===== src/rtl/uart_tx_pkg.sv =====
// rtl/uart_tx_pkg.sv - shared FSM, source and report-packet definitions for the UART-0 transmit scheduler
package uart_tx_pkg;

  typedef enum logic [1:0] {
    ST_IDLE,
    ST_LOAD,
    ST_SEND,
    ST_WAIT
  } tx_state_t;

  typedef enum logic {
    SRC_ECHO,
    SRC_REPORT
  } tx_src_t;

  localparam logic [7:0] HDR_BYTE_DEFAULT = 8'hA5;
  localparam logic [2:0] REPORT_LEN_BASE  = 3'd6;
  localparam logic [2:0] REPORT_LEN_CSUM  = 3'd7;

  typedef struct packed {
    logic [11:0] x;
    logic [11:0] y;
    logic [1:0]  alg;
    logic        vf;
  } report_snap_t;

endpackage


===== src/rtl/uart_tx_echo_fifo.sv =====
// rtl/uart_tx_echo_fifo.sv - synchronous byte FIFO queueing echo bytes for the UART-0 transmitter
module uart_tx_echo_fifo #(
  parameter int DEPTH = 16
) (
  input  logic                     sys_clk_96M,
  input  logic                     sys_rst_n,
  input  logic                     push,
  input  logic [7:0]               push_data,
  input  logic                     pop,
  output logic [7:0]               head,
  output logic                     full,
  output logic                     empty,
  output logic [$clog2(DEPTH):0]   count
);

  localparam int AW = $clog2(DEPTH);
  localparam logic [AW:0] FULL_CNT = (AW + 1)'(DEPTH);

  logic [7:0]    mem [DEPTH];
  logic [AW-1:0] wr_ptr;
  logic [AW-1:0] rd_ptr;
  logic          do_push;
  logic          do_pop;

  // Full comes from the registered count, so a push while full is dropped even alongside a pop.
  assign full    = (count == FULL_CNT);
  assign empty   = (count == '0);
  assign do_push = push && !full;
  assign do_pop  = pop && !empty;
  assign head    = mem[rd_ptr];

  always_ff @(posedge sys_clk_96M) begin
    if (do_push) mem[wr_ptr] <= push_data;
  end

  always_ff @(posedge sys_clk_96M or negedge sys_rst_n) begin
    if (!sys_rst_n) begin
      wr_ptr <= '0;
      rd_ptr <= '0;
      count  <= '0;
    end else begin
      if (do_push) wr_ptr <= wr_ptr + 1'b1;
      if (do_pop)  rd_ptr <= rd_ptr + 1'b1;
      if (do_push && !do_pop)      count <= count + 1'b1;
      else if (!do_push && do_pop) count <= count - 1'b1;
    end
  end

endmodule


===== src/rtl/uart_tx_scheduler.sv =====
// rtl/uart_tx_scheduler.sv - shares UART-0 between echo bytes and status packets with a tx watchdog
// Optional build macro UART_TX_CHECKSUM_EN appends an XOR checksum byte to each status packet.
module uart_tx_scheduler import uart_tx_pkg::*; #(
  parameter int          ECHO_DEPTH  = 16,
  parameter logic [7:0]  HDR_BYTE    = HDR_BYTE_DEFAULT,
  parameter logic [19:0] TIMEOUT_CYC = 20'd200000
) (
  input  logic        sys_clk_96M,
  input  logic        sys_rst_n,
  input  logic        echo_valid,
  input  logic [7:0]  echo_data,
  input  logic        report_req,
  input  logic [11:0] x_pix_len,
  input  logic [11:0] y_pix_len,
  input  logic [1:0]  algorithm,
  input  logic        vid_format,
  output logic        txd_en,
  output logic [7:0]  txd_data,
  input  logic        txd_flag,
  output logic        busy,
  output logic        echo_overflow,
  output logic        tx_timeout
);

`ifdef UART_TX_CHECKSUM_EN
  localparam logic [2:0] REPORT_LEN = REPORT_LEN_CSUM;
`else
  localparam logic [2:0] REPORT_LEN = REPORT_LEN_BASE;
`endif
  localparam logic [2:0] LAST_IDX = REPORT_LEN - 3'd1;

  tx_state_t    state;
  tx_src_t      src;
  tx_src_t      last_src;
  report_snap_t snap;
  logic         report_pend;
  logic [2:0]   byte_idx;
  logic [19:0]  wdog;
  logic [7:0]   report_byte;

  logic                          fifo_pop;
  logic [7:0]                    fifo_head;
  logic                          fifo_full;
  logic                          fifo_empty;
  logic [$clog2(ECHO_DEPTH):0]   fifo_count;

  assign fifo_pop = (state == ST_LOAD) && (src == SRC_ECHO);
  assign busy     = (state != ST_IDLE);

  uart_tx_echo_fifo #(.DEPTH(ECHO_DEPTH)) u_echo_fifo (
    .sys_clk_96M (sys_clk_96M),
    .sys_rst_n   (sys_rst_n),
    .push        (echo_valid),
    .push_data   (echo_data),
    .pop         (fifo_pop),
    .head        (fifo_head),
    .full        (fifo_full),
    .empty       (fifo_empty),
    .count       (fifo_count)
  );

`ifdef UART_TX_CHECKSUM_EN
  logic [7:0] csum;
  assign csum = {4'h0, snap.x[11:8]} ^ snap.x[7:0] ^ {4'h0, snap.y[11:8]} ^ snap.y[7:0]
              ^ {5'b0, snap.vf, snap.alg};
`endif

  always_comb begin
    report_byte = 8'h00;
    case (byte_idx)
      3'd0: report_byte = HDR_BYTE;
      3'd1: report_byte = {4'h0, snap.x[11:8]};
      3'd2: report_byte = snap.x[7:0];
      3'd3: report_byte = {4'h0, snap.y[11:8]};
      3'd4: report_byte = snap.y[7:0];
      3'd5: report_byte = {5'b0, snap.vf, snap.alg};
`ifdef UART_TX_CHECKSUM_EN
      3'd6: report_byte = csum;
`endif
      default: report_byte = 8'h00;
    endcase
  end

  always_ff @(posedge sys_clk_96M or negedge sys_rst_n) begin
    if (!sys_rst_n) begin
      state         <= ST_IDLE;
      src           <= SRC_ECHO;
      last_src      <= SRC_ECHO;
      snap          <= '0;
      report_pend   <= 1'b0;
      byte_idx      <= 3'd0;
      wdog          <= 20'd0;
      txd_en        <= 1'b0;
      txd_data      <= 8'h00;
      echo_overflow <= 1'b0;
      tx_timeout    <= 1'b0;
    end else begin
      echo_overflow <= echo_valid && fifo_full;
      txd_en        <= 1'b0;
      if (report_req) report_pend <= 1'b1;
      case (state)
        ST_IDLE: begin
          // Report goes first unless the previous grant was also a report and echo bytes are waiting.
          if (report_pend && (last_src == SRC_ECHO || fifo_count == '0)) begin
            src      <= SRC_REPORT;
            last_src <= SRC_REPORT;
            snap     <= '{x: x_pix_len, y: y_pix_len, alg: algorithm, vf: vid_format};
            byte_idx <= 3'd0;
            if (!report_req) report_pend <= 1'b0;
            state    <= ST_LOAD;
          end else if (!fifo_empty) begin
            src      <= SRC_ECHO;
            last_src <= SRC_ECHO;
            state    <= ST_LOAD;
          end
        end
        ST_LOAD: begin
          txd_data <= (src == SRC_REPORT) ? report_byte : fifo_head;
          txd_en   <= 1'b1;
          state    <= ST_SEND;
        end
        ST_SEND: begin
          wdog  <= 20'd0;
          state <= ST_WAIT;
        end
        ST_WAIT: begin
          if (txd_flag) begin
            if (src == SRC_REPORT && byte_idx != LAST_IDX) begin
              byte_idx <= byte_idx + 3'd1;
              state    <= ST_LOAD;
            end else begin
              txd_data <= 8'h00;
              state    <= ST_IDLE;
            end
          end else if (wdog == TIMEOUT_CYC - 20'd1) begin
            tx_timeout <= 1'b1;
            txd_data   <= 8'h00;
            state      <= ST_IDLE;
          end else begin
            wdog <= wdog + 20'd1;
          end
        end
        default: state <= ST_IDLE;
      endcase
    end
  end

endmodule


===== config.mk =====
export PLATFORM = sky130hd
export DESIGN_NAME = uart_tx_scheduler
export DESIGN_NICKNAME = d
export VERILOG_FILES = /design/src/rtl/uart_tx_pkg.sv /design/src/rtl/uart_tx_echo_fifo.sv /design/src/rtl/uart_tx_scheduler.sv
export SDC_FILE = /design/constraint.sdc
export NUM_CORES = 1
export LEC_CHECK = 0
export ABC_CLOCK_PERIOD_IN_PS = 5870
export BUFFER_PORTS_ARGS = -buffer_cell sky130_fd_sc_hd__buf_2
export CORE_UTILIZATION = 61
export CTS_BUF_LIST = sky130_fd_sc_hd__clkbuf_2 sky130_fd_sc_hd__clkbuf_4 sky130_fd_sc_hd__clkbuf_8
export CTS_CLUSTER_SIZE = 20
export DETAILED_ROUTE_END_ITERATION = 10
export PLACE_DENSITY = 0.8
export SYNTH_ARGS = -nofsm -noshare
export SYNTH_HDL_FRONTEND = slang
export SYNTH_SLANG_ARGS = --single-unit

===== constraint.sdc =====
create_clock -name sys_clk_96M -period 5.87 [get_ports sys_clk_96M]
set_clock_uncertainty 0.05 [all_clocks]
set_input_delay 0.2935 -clock sys_clk_96M [delete_from_list [all_inputs] [get_ports sys_clk_96M]]
set_output_delay 0.2935 -clock sys_clk_96M [all_outputs]
set_load 0.03 [all_outputs]

# ---- Word level (Yosys, flattened, before mapping)
# Memories as Yosys holds them, arrays and structs flattened.
# Cells that the tools add are included.
dict set report classes {
  add_sub_neg 6
  n_eq_ne 20
  n_mux 30
  n_bitwise 2
  reduce_logical 28
}
# op count
set op_table {}
lappend op_table {{8-bit one-hot mux with 6 select lines} 1}
lappend op_table {{20-bit 2-to-1 mux} 2}
lappend op_table {{20-bit one-hot mux with 2 select lines} 1}
lappend op_table {{8-bit 2-to-1 mux} 4}
lappend op_table {{20-bit by 1-bit adder with 20-bit output (second input constant)} 1}
lappend op_table {{20-bit by 18-bit == test with 1-bit output (second input constant)} 1}
lappend op_table {{8-bit one-hot mux with 2 select lines} 1}
lappend op_table {{3-bit inequality test (second input constant)} 4}
lappend op_table {{1-bit 2-to-1 mux} 10}
lappend op_table {{5-bit 2-to-1 mux} 2}
lappend op_table {{2-bit inequality test (second input constant)} 5}
lappend op_table {{2-bit nonzero test} 5}
lappend op_table {{3-bit 2-to-1 mux} 3}
lappend op_table {{3-bit AND reduction} 3}
lappend op_table {{4-bit by 1-bit adder with 4-bit output (second input constant)} 2}
lappend op_table {{1-bit logical AND} 8}
lappend op_table {{2-bit 2-to-1 mux} 4}
lappend op_table {{2-bit one-hot mux with 4 select lines} 1}
lappend op_table {{3-bit by 2-bit == test with 1-bit output (second input constant)} 2}
lappend op_table {{3-bit == test (second input constant)} 2}
lappend op_table {{3-bit one-hot mux with 2 select lines} 1}
lappend op_table {{2-bit AND reduction} 3}
lappend op_table {{5-bit by 1-bit adder with 5-bit output (second input constant)} 1}
lappend op_table {{5-bit == test (second input constant)} 1}
lappend op_table {{13 further kinds} 18}
dict set report totals {
  reg_bits 78
  ramBits 128
  input_bits 40
  output_inout_bits 12
  n_memories 1
}
# memory depth word_bits rd rd_clocked_by_memory_dff wr line
set memory_table {}
lappend memory_table {u_echo_fifo.mem 16 8 1 0 1 uart_tx_echo_fifo.sv:19} ;# logic [7:0] mem [DEPTH];

# ---- Logic depth before layout (Yosys ltp)
# Gate-level depths: netlist of the first run.
dict set report depth {
  ltp_word 7
  depth_mapped 12
}

# ---- By module
# Synthesis of the first run repeated with hierarchy kept, for this count alone.
dict set report hier_totals {
  hier_cells 624
  hier_area_um2 9192.6
}
# mod n_inst cells_each area_each_um2
set by_module_without_submodules {}
lappend by_module_without_submodules {uart_tx_echo_fifo 1 322 5774.3}
lappend by_module_without_submodules {uart_tx_scheduler 1 302 3418.3}

# ---- Worst setup path before layout of the first run
# OpenSTA, ideal clock, no wires.
dict set report synth_path {
  path_kind {register -> register}
  start {register u_echo_fifo.count[0]}
  end {register u_echo_fifo.count[4]}
  setup_ns 0.128
  t_arrival_ns 2.550
  path_slack_ns 3.143
  path_stages_with_launch 13
  period_less_slack_ns 2.727
  path_cell_list {dfrtp_1 -> nor4_1 -> nand2b_1 -> and3b_1 -> inv_1 -> ha_1 -> inv_1 -> fa_1 -> a21o_1 -> a21oi_1 -> xnor2_1 -> nor2_1 -> xor2_1}
}
dict set report synth_via {
  elab_chain_cells 6
  elab_cells_between_ends 15
  cone_classes {2 x add/sub; 1 x eq/ne; 2 x mux; 10 x reduce/logical}
}
# item line
set synth_rtl {}
lappend synth_rtl {{start, declared} uart_tx_echo_fifo.sv:13} ;# output logic [$clog2(DEPTH):0] count
lappend synth_rtl {{start signal, assigned} uart_tx_echo_fifo.sv:44} ;# if (do_push && !do_pop) count <= count + 1'b1;
lappend synth_rtl {{start signal, assigned} uart_tx_echo_fifo.sv:45} ;# else if (!do_push && do_pop) count <= count - 1'b1;
lappend synth_rtl {{parallel branches: the longest is 6 deep, another holds 5-bit by 1-bit subtractor with 5-bit output} --}
# Parallel ways; which one is timed is not known. The select of a mux whose other input is x is not followed.
# A chain may end at the register's enable or synchronous reset.

# ---- Worst setup path in the final report of the first run
# Ends and elaborated chain as after synthesis.

==> impl_metrics.env, run 1 <==
export IMPL_cts_resized=0
export IMPL_synthFlopType="edfxtp_1"
export IMPL_post_route_period_util_pct=53.0
export IMPL_ys_types=60
export IMPL_critPathRequiredTime_ns=6.21
export IMPL_htree_levels=2
export IMPL_setup_slack_ns=2.76
export IMPL_period_minus_slack_ns=3.11
export IMPL_syn_nets=665
export IMPL_numCtsBuffers=36
export IMPL_endpoint_kind="register"
export IMPL_start_util_pct=62.4
export IMPL_slew_headroom_pct=7.08
export IMPL_dp_cells=818
export IMPL_vias=5538
export IMPL_layout_drive_gt1_share_pct=24.7
export IMPL_max_freq_mhz=322
export IMPL_path_class="register to register"
export IMPL_tns_ns=0
export IMPL_max_vdd_ir_drop_uv=309
export IMPL_die_width_um=124
export IMPL_yosysSeqAreaShare_pct=64.1
export IMPL_pre_cts_ws_ns=2.82
export IMPL_die_area_um2=15300
export IMPL_synthCells=605
export IMPL_place_area_um2=9410
export IMPL_drc=0
export IMPL_grt_pass1_wl_mm=29.5
export IMPL_hold_viol_final=0
export IMPL_io_pins=52
export IMPL_drtIter0Drc=638
export IMPL_crit_path_max_incr_delay_ns=0.50
export IMPL_rsz0062_at_grt="no"
export IMPL_portBuffers=51
export IMPL_antenna_cells=0
export IMPL_synth_edf_count=128
export IMPL_syn_area_um2=9030
export IMPL_cts_num_sinks=206
export IMPL_arrival_ns=3.45
export IMPL_fin_cells=914
export IMPL_drt_total_wl_mm=19.5
export IMPL_nets=762
export IMPL_grt_use_total_pct=26.3
export IMPL_drv_slew=0
export IMPL_gp_congestion=0.850
export IMPL_design_area_um2=10500
export IMPL_crit_buf_inv=2
export IMPL_path_cells="nor4_1 > nand2b_1 > and3b_1 > inv_1 > ha_1 > inv_1 > fa_1 > a21o_1 > a21oi_1 > xnor2_1 > nor2_1 > xor2_1"
export IMPL_fill_cells=897
export IMPL_p_leak_nw=4.02
export IMPL_clk_pin_slew_ns=0.06
export IMPL_layout_commonest_cell="edfxtp_1"
export IMPL_p_per_area_nw_per_um2=484
export IMPL_setup_viol=0
export IMPL_root_buffer="clkbuf_8"
export IMPL_final_cell_mix="edfxtp_1 (128), dfrtp_1 (77), buf_2 (51), nand2_1 (44), clkbuf_8 (41)"
export IMPL_ys_ff_latch=206
export IMPL_cp_max_fo=5
export IMPL_cts_path_max_buffers=3
export IMPL_tightest_slew_ns=1.38
export IMPL_cts_tree="done"
export IMPL_holdCritPathClass="input port to register"
export IMPL_fin_hold_ws_ns=0.0471
export IMPL_clock_latency_ns=0.51
export IMPL_async_reset_ff_share_pct=37.9
export IMPL_core_um2=14500
export IMPL_yosysWarnings=0
export IMPL_vias_per_cell=6.06
export IMPL_row_count=44
export IMPL_drt_pre_antenna_iters=6
export IMPL_grt_max_degree=79
export IMPL_start_kind="register"
export IMPL_antenna_left=0
export IMPL_critPathTopFamily="simple AND/OR/NAND/NOR gates"
export IMPL_maxCapViolations=0
export IMPL_critPathSlowestCell="nor4_1"
export IMPL_syn_avg_cell_area_um2=14.9
export IMPL_syn_to_final_growth_pct=15.9
export IMPL_cpMostUsedCell="inv_1"
export IMPL_grt_pass1_vias=5519
export IMPL_dp_hpwl_mm=12.1
export IMPL_grt_antenna_before_repair=0
export IMPL_routedWlPerCell_um=21.3
export IMPL_gr_total_overflow=0
export IMPL_dieHeight_um=124
export IMPL_outcome="complete, no violations"
export IMPL_cts_setup_buffers=0
export IMPL_r2r_slack_ns=2.76
[cells in the mapped netlist, drive strengths merged, types with 8 or more instances]
library cell,n,area [um^2]
nand4,12,75.1
nor2,29,109
nand3,20,113
nor3,8,45.0
nand2,44,165
nand2b,8,50.1
dfrtp,78,1950
a21oi,17,85.1
o21ai,19,118
edfxtp,128,3840
mux2,36,480
mux2i,31,310
xnor2,10,87.6
inv,14,52.6
ha,19,238
mux4,22,495
buf,18,106
[path summary, 6_finish.rpt]
kind                                 startpoint                     to  cells past startpoint
setup reg to reg           u_echo_fifo.count[0]   u_echo_fifo.count[4]                     12
hold reg to reg                      tx_timeout             tx_timeout                      2
hold / removal                       echo_valid          echo_overflow                      2
max in group asynchronous             sys_rst_n  u_echo_fifo.rd_ptr[1]                      2
setup / recovery           u_echo_fifo.count[0]   u_echo_fifo.count[4]                     12
min in group asynchronous             sys_rst_n               wdog[12]                      2
[report_power, final]
part | switching (W) | total, W | internal (W)
combinational | 0.000843 | 0.00158 | 0.000740
clock | 0.000581 | 0.00138 | 0.000794
sequential | 0.000267 | 0.00211 | 0.00184
[layout make-up]
| class | count | area, um^2 | share of cell area (%) |
|---|---|---|---|
| Sequential cell | 206 | 5800 | 55.4 |
| Tap cell | 184 | 230 | 2.20 |
| Clock inverter | 15 | 126 | 1.21 |
| Timing Repair Buffer | 83 | 568 | 5.42 |
| Clock buffer | 51 | 639 | 6.11 |
| Inverter | 14 | 52.6 | 0.502 |
| Multi-Input combinational cell | 361 | 3060 | 29.2 |
[stage by stage]
stage	power, W	utilization [%]
finish	0.00506	72.3
global route	0.00530	72.3
CTS	0.00506	72.3
detailed placement	0.00367	65.0
global placement	0.00359	65.0
floorplan	0.00327	-
[per-layer routing]
metal  track usage, %  part of all wire [%]  up-vias  routed length [um]
li1                 -                     -     2506                   -
met2             43.4                    49      238                9590
met5                0                     0        -                   0
met4             11.8                   2.8        0                 549
met3             4.30                   6.2       49                1210
met1             34.3                    42     2745                8130
[flip-flops by register name, indices dropped and copies added (netlist names)]
register            cells
byte_idx                3
echo_overflow           1
last_src                1
report_pend             1
snap                   27
state                   2
tx_timeout              1
txd_data                8
txd_en                  1
u_echo_fifo.count       5
u_echo_fifo.mem       128
u_echo_fifo.rd_ptr      4
u_echo_fifo.wr_ptr      4
wdog                   20
[worst register-to-register path, delay by kind of cell (launching register included)]
family | cells | cell delay, ns
simple gates | 4 | 0.98
fa+ha+maj | 2 | 0.61
flops | 1 | 0.44
compound gates | 2 | 0.39
xor+xnor | 2 | 0.28
buf+inv | 2 | 0.24
[kinds of logic (layout without fill, tap and decap cells)]
family | Yosys count | count (layout) | synth area share (%)
adders and majority gates | 20 | 20 | 2.85
xor gates and xnor gates | 17 | 17 | 1.65
DFF | 206 | 206 | 64.1
AOI/OAI and AO/OA | 84 | 84 | 6.67
muxes | 89 | 89 | 14.2
and+or+nand+nor | 151 | 151 | 8.43
buffers and inverters | 38 | 163 | 2.01
[repair_timing]
item / CTS / global route
hold buffers: 29 / 0
endpoints found under the hold margin: 106 / 0
endpoints found under the setup margin: 0 / 0
No activity file was read; power rests on OpenSTA's default activity.
==> run 2, diff against run 1 <==
- ABC_CLOCK_PERIOD_IN_PS: 5870 -> 3000
- clock period: 5.87 -> 3 ns (I/O delays scaled with it)
==> impl_metrics.env, run 2 (same netlist as run 1, synthesis figures left out) <==
export IMPL_gr_total_overflow=0
export IMPL_drt_total_wl_mm=19.6
export IMPL_pre_cts_ws_ns=0.107
export IMPL_rsz0062_at_grt="no"
export IMPL_dp_hpwl_mm=12.5
export IMPL_slew_headroom_pct=33.4
export IMPL_tightest_slew_ns=1.00
export IMPL_dieHeight_um=124
export IMPL_tns_ns=0
export IMPL_io_pins=52
export IMPL_numCtsBuffers=34
export IMPL_p_leak_nw=4.17
export IMPL_cts_num_sinks=206
export IMPL_max_vdd_ir_drop_uv=536
export IMPL_endpoint_kind="register"
export IMPL_nets=793
export IMPL_r2r_start="u_echo_fifo.count[0]"
export IMPL_die_width_um=124
export IMPL_largest_register_ffs=128
export IMPL_hold_viol_final=0
export IMPL_routedWlPerCell_um=20.8
export IMPL_final_cell_mix="edfxtp_1 (128), dfrtp_1 (77), buf_2 (50), nand2_1 (44), clkbuf_8 (40)"
export IMPL_outcome="complete, no violations"
export IMPL_grt_max_degree=79
export IMPL_grt_pass1_wl_mm=29.9
export IMPL_reg2reg_depth=12
export IMPL_grt_use_total_pct=26.5
export IMPL_maxCapViolations=0
export IMPL_antenna_left=0
export IMPL_setup_viol=0
export IMPL_fin_hold_ws_ns=0.296
export IMPL_die_area_um2=15300
export IMPL_row_count=44
export IMPL_arrival_ns=3.13
export IMPL_r2r_slack_ns=0.23
export IMPL_cts_path_max_buffers=3
export IMPL_period_minus_slack_ns=2.77
export IMPL_drv_slew=0
export IMPL_vias=5729
export IMPL_max_freq_mhz=360
export IMPL_vias_per_cell=6.08
export IMPL_cts_tree="done"
export IMPL_fill_cells=858
export IMPL_grt_pass1_vias=5911
export IMPL_layout_commonest_cell="edfxtp_1"
export IMPL_drt_pre_antenna_iters=5
export IMPL_portBuffers=51
export IMPL_path_class="register to register"
export IMPL_htree_levels=2
export IMPL_cp_max_fo=4
export IMPL_root_buffer="clkbuf_8"
export IMPL_reg_top3="u_echo_fifo.mem (128), snap (27), wdog (20)"
export IMPL_start_util_pct=62.4
export IMPL_gp_congestion=0.845
export IMPL_layout_drive_gt1_share_pct=26.6
export IMPL_setup_slack_ns=0.226
export IMPL_post_route_period_util_pct=92.5
export IMPL_antenna_cells=0
export IMPL_drtIter0Drc=421
export IMPL_clock_latency_ns=0.52
export IMPL_clk_pin_slew_ns=0.06
export IMPL_holdCritPathClass="input port to async pin"
export IMPL_syn_to_final_growth_pct=18.4
export IMPL_start_kind="register"
export IMPL_r2r_end="u_echo_fifo.count[4]"
export IMPL_grt_antenna_before_repair=0
export IMPL_core_um2=14500
export IMPL_critPathRequiredTime_ns=3.35
export IMPL_drc=0
export IMPL_p_per_area_nw_per_um2=918
export IMPL_regMostFlops="u_echo_fifo.mem"
-- run 2: critical path: stages (launching register included) --
cell and delay (ns):
dfrtp_1 0.41, nor4_4 0.31, nand2b_1 0.13, and3b_1 0.24
inv_1 0.12, ha_1 0.20, inv_1 0.11, fa_1 0.42
a21o_1 0.18, a21oi_1 0.17, xnor2_1 0.13, nor2_1 0.07
xor2_1 0.15
-- run 2: metrics by stage --
stage	util, %	instance area (um^2)	cells	total power [W]
after global routing	73.9	10700	943	0.0103
after floorplan	-	9030	605	0.00639
final	73.9	10700	943	0.00982
after global placement	66.3	9600	842	0.00715
after CTS	73.8	10700	943	0.00983
after detailed placement	66.3	9600	842	0.00731
-- run 2: final cells by class --
type / instances / area [um^2] / area share [%]
tap: 184 / 230 / 2.15
timing repair buffer: 116 / 856 / 8.00
multi-input combinational: 361 / 3070 / 28.7
clock buffer: 51 / 633 / 5.92
inverter: 14 / 52.6 / 0.491
sequential: 206 / 5800 / 54.2
clock inverter: 11 / 56.3 / 0.526
-- run 2: worst max-delay path by stage --
stage	start	endpoint	slack, ns
2_1_floorplan	u_echo_fifo.count[0]	u_echo_fifo.count[4]	0.27
6_report	u_echo_fifo.count[0]	u_echo_fifo.count[4]	0.23
5_1_grt	u_echo_fifo.count[0]	u_echo_fifo.count[4]	0.03
4_1_cts	u_echo_fifo.count[3]	u_echo_fifo.count[4]	0.08
3_3_place_gp	u_echo_fifo.count[0]	u_echo_fifo.count[4]	0.15
3_5_place_dp	u_echo_fifo.count[3]	u_echo_fifo.count[4]	0.11
-- run 2: timing repair --
| item | in CTS | in global routing |
|---|---|---|
| hold buffers | 39 | 0 |
| buffers inserted | 0 | 0 |
| hold endpoints to repair | 236 | 0 |
| gates resized for setup | 0 | 2 |
| endpoints found under the setup margin | 0 | 1 |
-- run 2: where the power goes --
| group | internal (W) | switching [W] |
|---|---|---|
| Sequential | 0.00360 | 0.000428 |
| Combinational | 0.00157 | 0.00178 |
| Clock | 0.00136 | 0.00109 |
-- run 2: routing by layer --
layer  track usage [%]  vias to the layer above  wire length (um)
met1              32.0                     2858              7710
met5                 0                        -                 0
met4              10.5                        0               463
met3              7.46                       47              1600
li1                  -                     2565                 -
met2              44.8                      259              9830
==> run 3, diff against run 2 <==
- CORE_ASPECT_RATIO: default -> 1.5
==> impl_metrics.env, run 3 (same netlist as run 1, synthesis figures left out) <==
export IMPL_cts_path_max_buffers=3
export IMPL_pwr_share_clk_pct=23.1
export IMPL_cts_tree="done"
export IMPL_largest_register_ffs=128
export IMPL_io_pins=52
export IMPL_arrival_ns=3.14
export IMPL_gp_congestion=0.829
export IMPL_combPwrFrac_pct=34.5
export IMPL_grt_pass1_vias=5751
export IMPL_drtIter0Drc=306
export IMPL_p_sw_share_pct=33.6
export IMPL_vias=5573
export IMPL_period_minus_slack_ns=2.77
export IMPL_tns_ns=0
export IMPL_setup_viol=0
export IMPL_core_um2=14500
export IMPL_antenna_left=0
export IMPL_clk_pin_slew_ns=0.07
export IMPL_routedWlPerCell_um=20.1
export IMPL_intPower_w=0.00636
export IMPL_cts_setup_buffers=0
export IMPL_holdCritPathClass="input port to async pin"
export IMPL_clock_latency_ns=0.54
export IMPL_seqPwrFrac_pct=42.4
export IMPL_numCtsBuffers=30
export IMPL_fin_total_pwr_w=0.00959
export IMPL_cts_num_sinks=206
export IMPL_max_vdd_ir_drop_uv=474
export IMPL_critPathRequiredTime_ns=3.38
export IMPL_portBuffers=51
export IMPL_seq_area_um2=5800
export IMPL_tightest_slew_ns=0.998
export IMPL_vias_per_cell=5.87
export IMPL_nets=790
export IMPL_layout_drive_gt1_share_pct=26.0
export IMPL_rsz0062_at_grt="no"
export IMPL_antenna_cells=0
export IMPL_gr_total_overflow=0
export IMPL_layout_commonest_cell="edfxtp_1"
export IMPL_die_width_um=101
export IMPL_p_sw_w=0.00322
export IMPL_hold_viol_final=0
export IMPL_maxCapViolations=0
export IMPL_slew_headroom_pct=33.4
export IMPL_fill_cells=860
export IMPL_path_class="register to register"
export IMPL_multi_input_area_um2=3070
export IMPL_max_freq_mhz=361
export IMPL_final_cell_mix="edfxtp_1 (128), dfrtp_1 (76), buf_2 (50), nand2_1 (44), dlygate4sd3_1 (39)"
export IMPL_p_per_area_nw_per_um2=901
export IMPL_drt_pre_antenna_iters=5
export IMPL_htree_levels=1
export IMPL_drc=0
export IMPL_dp_hpwl_mm=12.7
export IMPL_cp_max_fo=4
export IMPL_die_area_um2=15300
export IMPL_grt_use_total_pct=26.2
export IMPL_grt_antenna_before_repair=0
export IMPL_start_util_pct=62.2
export IMPL_drv_slew=0
export IMPL_root_buffer="clkbuf_8"
export IMPL_drt_total_wl_mm=19.1
export IMPL_outcome="complete, no violations"
export IMPL_post_route_period_util_pct=92.3
export IMPL_endpoint_kind="register"
export IMPL_p_leak_nw=4.13
export IMPL_grt_max_degree=79
export IMPL_regMostFlops="u_echo_fifo.mem"
export IMPL_dieHeight_um=151
export IMPL_syn_to_final_growth_pct=17.7
export IMPL_start_kind="register"
export IMPL_row_count=54
export IMPL_grt_pass1_wl_mm=29.8
export IMPL_reg_top3="u_echo_fifo.mem (128), snap (27), wdog (20)"
## run 3: worst paths after layout
kind,start,end,slack [ns],cells past startpoint
max,u_echo_fifo.count[2],u_echo_fifo.count[4],0.23,12
min reg2reg,tx_timeout,tx_timeout,0.43,2
min,sys_rst_n,wdog[15],0.26,2
max reg2reg,u_echo_fifo.count[2],u_echo_fifo.count[4],0.23,12
max in group asynchronous,sys_rst_n,u_echo_fifo.rd_ptr[1],1.93,2
min in group sys_clk_96M,report_req,report_pend,0.33,3
## run 3: what timing repair did
| item | 4_1_cts | 5_1_grt |
|---|---|---|
| hold buffers | 39 | 0 |
| setup endpoints to repair | 1 | 1 |
| gates resized for setup | 1 | 3 |
| endpoints found under the hold margin | 236 | 0 |
| pin swaps | 0 | 1 |
## run 3: worst max-delay path: stages, from the launching register on
cell	delay, ns
dfrtp_1	0.44
nor4_4	0.31
nand2b_1	0.12
and3b_1	0.24
inv_2	0.09
ha_1	0.19
inv_1	0.11
fa_1	0.41
a21o_1	0.17
a21oi_1	0.17
xnor2_1	0.14
nor2_1	0.07
xor2_1	0.15
## run 3: metrics by stage
step                      area (um^2)  std cells  hold WS, ns  util [%]  worst slack [ns]
after floorplan                  9030        605       -0.196         -             0.273
after global placement           9630        855        0.302      66.3             0.117
after detailed placement         9630        855        0.315      66.3            0.0136
after CTS                       10600        950        0.273      73.2            0.0945
after global routing            10600        950        0.309      73.2            0.0162
final                           10600        950        0.256      73.2             0.231
## run 3: power by group through the flow
stage	Combinational, W	Sequential (W)	Clock (W)
final	0.00331	0.00406	0.00222
after global routing	0.00356	0.00412	0.00240
after global placement	0.00312	0.00404	0
after floorplan	0.00240	0.00399	0
after detailed placement	0.00323	0.00408	0
after CTS	0.00329	0.00403	0.00228
## run 3: layout make-up
class | instances | share of cell area [%]
Multi-Input combinational cell | 361 | 28.9
Sequential cell | 206 | 54.5
Clock inverter | 21 | 1.40
Clock buffer | 35 | 4.29
Inverter | 14 | 0.494
Tap cell | 196 | 2.31
Timing Repair Buffer | 117 | 8.12
## run 3: metal layers
metal / vias to the layer above / track usage (%) / routed length (um)
met3: 59 / 3.88 / 876
met2: 182 / 46.9 / 10100
met4: 0 / 14.3 / 875
li1: 2556 / - / -
met5: - / 0 / 0
met1: 2776 / 30.1 / 7190
